File: config.mk
export PLATFORM = sky130hd
export DESIGN_NAME = pc_stack_flat
export DESIGN_NICKNAME = d
export VERILOG_FILES = /design/src/rtl/pc_stack_if.sv /design/src/rtl/pc_stack.sv /design/src/flat_wrapper.sv
export SDC_FILE = /design/constraint.sdc
export NUM_CORES = 1
export LEC_CHECK = 0
export CAP_MARGIN = 30
export CORE_MARGIN = 2
export CORE_UTILIZATION = 40
export CTS_BUF_LIST = sky130_fd_sc_hd__clkbuf_8
export DETAILED_ROUTE_END_ITERATION = 10
export GPL_TIMING_DRIVEN = 0
export MAX_ROUTING_LAYER = met4
export PLACE_DENSITY = 0.77
export REMOVE_ABC_BUFFERS = 1
export SLEW_MARGIN = 10
export SYNTH_ARGS = -nofsm -noshare
export SYNTH_HDL_FRONTEND = slang
export SYNTH_SLANG_ARGS = --single-unit
File: constraint.sdc
create_clock -name clk -period 1.3 [get_ports clk]
set_input_delay 0.13 -clock clk [delete_from_list [all_inputs] [get_ports clk]]
set_output_delay 0.13 -clock clk [all_outputs]
set_load 0.01 [all_outputs]
File: src/rtl/pc_stack_if.sv
// Execute-bus and stack-status bundle between the core sequencer and pc_stack.
// master drives the execute state and PC; slave is the stack itself.
`ifndef PC_WIDTH
`define PC_WIDTH 9
`endif
`ifndef EX_STATE_BITS
`define EX_STATE_BITS 4
`endif

interface pc_stack_if #(
   parameter int PC_W  = `PC_WIDTH,
   parameter int CNT_W = 2
) ();
   logic [`EX_STATE_BITS-1:0] executeState;
   logic [PC_W-1:0]           pcIn;
   logic                      clrErr;
   logic [PC_W-1:0]           stackOut;
   logic [CNT_W-1:0]          level;
   logic                      overflow;
   logic                      underflow;

   modport master (
      output executeState, pcIn, clrErr,
      input  stackOut, level, overflow, underflow
   );

   modport slave (
      input  executeState, pcIn, clrErr,
      output stackOut, level, overflow, underflow
   );
endinterface

File: src/rtl/pc_stack.sv
// PIC16C5x return-address stack; push on EX_Q4_CALL, pop on EX_Q4_RETLW.
// Define PC_STACK_ERR_FLAGS_EN to build the sticky overflow/underflow flags.
`ifndef PC_WIDTH
`define PC_WIDTH 9
`endif
`ifndef EX_STATE_BITS
`define EX_STATE_BITS 4
`endif
`ifndef EX_Q2
`define EX_Q2 4'h1
`endif
`ifndef EX_Q4_GOTO
`define EX_Q4_GOTO 4'h8
`endif
`ifndef EX_Q4_CALL
`define EX_Q4_CALL 4'h9
`endif
`ifndef EX_Q4_RETLW
`define EX_Q4_RETLW 4'hA
`endif

module pc_stack #(
   parameter int PC_W  = `PC_WIDTH,
   parameter int DEPTH = 2,
   parameter int CNT_W = 2
) (
   input  logic       clk,
   input  logic       rst,
   pc_stack_if.slave  bus
);

   logic [PC_W-1:0]  e [DEPTH];
   logic [CNT_W-1:0] cnt;
   logic             push;
   logic             pop;
   logic             full;
   logic             empty;

   assign push  = (bus.executeState == `EX_Q4_CALL);
   assign pop   = (bus.executeState == `EX_Q4_RETLW);
   assign full  = (cnt == CNT_W'(DEPTH));
   assign empty = (cnt == '0);

   // Entries shift even at full/empty; only the count saturates.
   always_ff @(posedge clk) begin
      if (rst) begin
         for (int i = 0; i < DEPTH; i++) e[i] <= '0;
         cnt <= '0;
      end else if (push) begin
         e[0] <= bus.pcIn;
         for (int i = 1; i < DEPTH; i++) e[i] <= e[i-1];
         if (!full) cnt <= cnt + 1'b1;
      end else if (pop) begin
         for (int i = 0; i < DEPTH - 1; i++) e[i] <= e[i+1];
         if (!empty) cnt <= cnt - 1'b1;
      end
   end

   assign bus.stackOut = e[0];
   assign bus.level    = cnt;

`ifdef PC_STACK_ERR_FLAGS_EN
   logic ovf;
   logic unf;

   // A new error event wins over a coincident clear.
   always_ff @(posedge clk) begin
      if (rst) begin
         ovf <= 1'b0;
         unf <= 1'b0;
      end else begin
         if (push && full)      ovf <= 1'b1;
         else if (bus.clrErr)   ovf <= 1'b0;
         if (pop && empty)      unf <= 1'b1;
         else if (bus.clrErr)   unf <= 1'b0;
      end
   end

   assign bus.overflow  = ovf;
   assign bus.underflow = unf;
`else
   wire unused_clr = bus.clrErr;

   assign bus.overflow  = 1'b0;
   assign bus.underflow = 1'b0;
`endif

endmodule

File: src/flat_wrapper.sv
// flat-port wrapper written by rule: the top's interface ports become plain ports
module pc_stack_flat 
#(
   parameter int PC_W  = `PC_WIDTH,
   parameter int DEPTH = 2,
   parameter int CNT_W = 2
)
  (clk, rst, bus_executeState, bus_pcIn, bus_clrErr, bus_stackOut, bus_level, bus_overflow, bus_underflow);
  pc_stack_if #(.PC_W(PC_W), .CNT_W(CNT_W)) bus_i ();
  input  logic clk;
  input  logic rst;
  input wire logic [$bits(bus_i.executeState)-1:0] bus_executeState;
  input wire logic [$bits(bus_i.pcIn)-1:0] bus_pcIn;
  input wire logic [$bits(bus_i.clrErr)-1:0] bus_clrErr;
  output wire logic [$bits(bus_i.stackOut)-1:0] bus_stackOut;
  output wire logic [$bits(bus_i.level)-1:0] bus_level;
  output wire logic [$bits(bus_i.overflow)-1:0] bus_overflow;
  output wire logic [$bits(bus_i.underflow)-1:0] bus_underflow;
  assign bus_i.executeState = bus_executeState;
  assign bus_i.pcIn = bus_pcIn;
  assign bus_i.clrErr = bus_clrErr;
  assign bus_stackOut = bus_i.stackOut;
  assign bus_level = bus_i.level;
  assign bus_overflow = bus_i.overflow;
  assign bus_underflow = bus_i.underflow;
  pc_stack #(.PC_W(PC_W), .DEPTH(DEPTH), .CNT_W(CNT_W)) u_core (.clk(clk), .rst(rst), .bus(bus_i));
endmodule
==> summary.md <==
| Metric | Value |
|---|---|
| Hold Startpoint | `rst` |
| Longest Clk Path Bufs | `2` |
| Top cell type's share of synthesized area | `approximately three fifths` |
| Placed Instances | `111` |
| Synth Area in XOR/XNOR | `0.970%` |
| RSZ-0062 raised after global routing | `false` |
| Post-synth top area cell | `edfxtp_1` |
| Fin nets | `around 110` |
| CTS buffer count | `3` |
| Post-synthesis compound-gate area fraction | `12.7%` |
| Top Metal Used | `met3` |
| CP startpoint | `u_core.e[0][1]$_DFFE_PP_` |
| CTS H-tree lvls | `1` |
| Cell area after synthesis | `around 900 µm²` |
| Hold path depth | `2` |
| Final setup viols | `0` |
| Final ANT Viol Nets | `0` |
| CTS Sinks | `20` |
| VDD IR max | `around 0.00048 V` |
| Worst path top cell family by delay | `buffers and inverters` |
| Startpoint type of the worst setup path | `flip-flop` |
| CTS tree | `done` |
| DR vias/cell | `4.89` |
| Port bufs | `25` |
| Final WS setup | `around 0.043 ns` |
| Number of global-route vias before repair | `between 500 and 600` |
| Pre-CTS setup slack | `-0.632 ns` |
| Starting DRT DRC Count | `7` |
| Clock insertion delay at the later pin of the skew report | `between 0.2 and 0.3 ns` |
| Fmax | `approximately 800 MHz` |
| Status | `complete, no violations` |
| Die Height | `51.5 µm` |
| Crit path cell chain | `clkdlybuf4s50_1` |
| R2r startpoint | `u_core.bus.level[1]$_SDFFE_PP0P_` |
| Final Power | `1280 µW` |
| Final period utilization | `96.7%` |
| Post-route insts no fill | `around 120` |
| CTS clk-pin slew, worst paths | `approximately 0.070 ns` |
| Cell depth of the worst setup path | `1` |
| Largest family of logic cells by synthesized area | `simple AND/OR/NAND/NOR gates` |
| Synth Area in Simple Gates | `18.3%` |
| Io pins | `29` |
| Max-cap violation count | `0` |
| Area Overhead vs Synth | `42.1%` |
| Global-route wire length before repair | `2500 µm` |
| DR pass1 iterations | `4` |
| Arr. time, crit path | `1.13 ns` |
| Die footprint | `approximately 2700 µm²` |
| Seq/Total Area, Yosys | `64.3%` |
| Seq cells post-synth | `20` |
| Period minus WS final | `1.26 ns` |
| Vias after detailed routing | `roughly 570` |
| Mux cell area share after synthesis | `0%` |
| FF-to-FF path depth | `3` |
| GRT Total Usage | `13.5%` |
| Final Max Tran Viols | `0` |
| Unique cell type count in the Yosys netlist | `24` |
| Antenna violations before repair | `0` |
| Met1 WL | `about 760 µm` |
| Core area | `2170 µm²` |
| WL met3 | `roughly 120 µm` |
| Cell Pwr Density | `997 nW/µm²` |
| DRC violations left | `0` |
| CP endpoint kind | `output port` |
| LEAKAGE | `roughly 0.00054 µW` |
| Kind of critical path | `flip-flop to output port` |
| Cell Area, Placed | `1170 µm²` |
| Ant diodes | `0` |
| Hold crit path type | `primary input to flip-flop` |
| Routed wire length per instance | `approximately 14 µm` |
| Worst endpoint required time | `around 1.2 ns` |
| Total length of routed wires | `~1600 µm` |
| Non-Filler Cell Area, Final | `between 1000 and 1500 µm²` |
| WL met2 | `~750 µm` |
| DP Wirelength | `1080 µm` |
| FP Rows | `17` |
| Buf/Inv on CP | `1` |
| Clock Skews | `approximately 0.004 ns` |
| Share of layout cells above drive strength 1 | `between 10% and 20%` |
| Hold slack final | `~0.28 ns` |
| Gr ovfl total | `0` |
| Syn. warnings | `0` |
| Largest net degree at the start of global routing | `19` |
| Fin. Hold Viols | `0` |
| Avg Cell Area, Syn | `between 15 and 20 µm²` |
| GPL Wtd Cong | `roughly 0.70` |
| Synth Instances | `60` |
| Starting Density | `41.6%` |
| CP Max Fanout | `2` |
| CTS root buffer | `clkbuf_8` |
| Post-Synth Adder-Cell Area | `0%` |
| Die Span X | `between 50 and 60 µm` |
| CP max-delay cell | `clkdlybuf4s50_1` |
| Crit path largest cell delay | `around 0.53 ns` |
| Synth area leaders | `edfxtp_1 60%, a22o_1 8.7%, and2_1 6.2%, dfxtp_1 4.4%, nor4b_4 2.6%` |
[repair_timing]
item	CTS	global route
buffers inserted	2	0
setup endpoints to repair	39	22
hold buffers	0	0
pin swaps	2	1
gates resized for setup	11	5
[path summary, 6_finish.rpt]
| path | end | slack, ns |
|---|---|---|
| setup / recovery | bus_stackOut[1] | 0.04 |
| hold / removal | u_core.bus.level[1]$_SDFFE_PP0P_ | 0.28 |
| hold reg to reg | u_core.e[0][6]$_DFFE_PP_ | 0.55 |
| setup reg to reg | u_core.bus.level[0]$_SDFFE_PP0P_ | 0.23 |
[synthesized netlist by cell type, drive strengths merged]
library cell,n
a2111oi,2
a22o,9
and2,9
and3,1
and3b,1
and4bb,1
buf,3
conb,1
dfxtp,2
edfxtp,18
inv,1
nand2b,2
nor2,1
nor3,3
nor3b,1
nor4b,1
o21ai,1
o21bai,1
or2,1
xnor2,1
[logic make-up after synthesis]
| kind of cell | count (synthesis) |
|---|---|
| flip-flops | 20 |
| XOR/XNOR | 1 |
| AO/OA/AOI/OAI | 13 |
| buffers and inverters | 4 |
| other | 1 |
| AND/OR/NAND/NOR | 21 |
[area by class of cell]
cell class                 instances  area (µm²)
clock inverter                     1        3.75
fill                             173         886
sequential                        20         581
inverter                           1        3.75
timing repair buffer              27         295
tap                               28        35.0
multi-input combinational         37         324
clock buffer                       3        41.3
[metal layers]
layer	track usage, %	vias up
li1	-	289
met1	19.1	263
met2	19.2	20
met3	2.59	0
met4	5.26	0
met5	-	-
[where the power goes]
part / internal (µW) / switching [µW] / leakage [µW]
registers: 732 / 12.4 / 0.000204
logic: 84.9 / 67.6 / 0.000317
clock network: 209 / 174 / 0.0000231
[placed cells by master, fill, tap and decap left out, types with 2 or more instances in the layout]
cell             count
a22o_1               9
and2_1               9
buf_12               2
clkbuf_8             3
clkdlybuf4s50_1     14
conb_1               2
dfxtp_1              2
dlygate4sd2_1        6
dlymetal6s2s_1       5
edfxtp_1            18
nand2b_4             2
nor3_1               2
[metrics by stage]
| stage | utilization [%] | TNS, ns |
|---|---|---|
| 6_report | 59.2 | 0 |
| 5_1_grt | 59.2 | 0 |
| 4_1_cts | 58.6 | 0 |
| 3_5_place_dp | 53.7 | -19.26 |
| 3_3_place_gp | 53.7 | -18.91 |
| 2_1_floorplan | - | 0 |
[state kept, by name, summed over array words and instances, names as in the netlist]
| register | count |
|---|---|
| u_core.e | 18 |
| u_core.bus.level | 2 |
(Power assumes the default switching activity.)
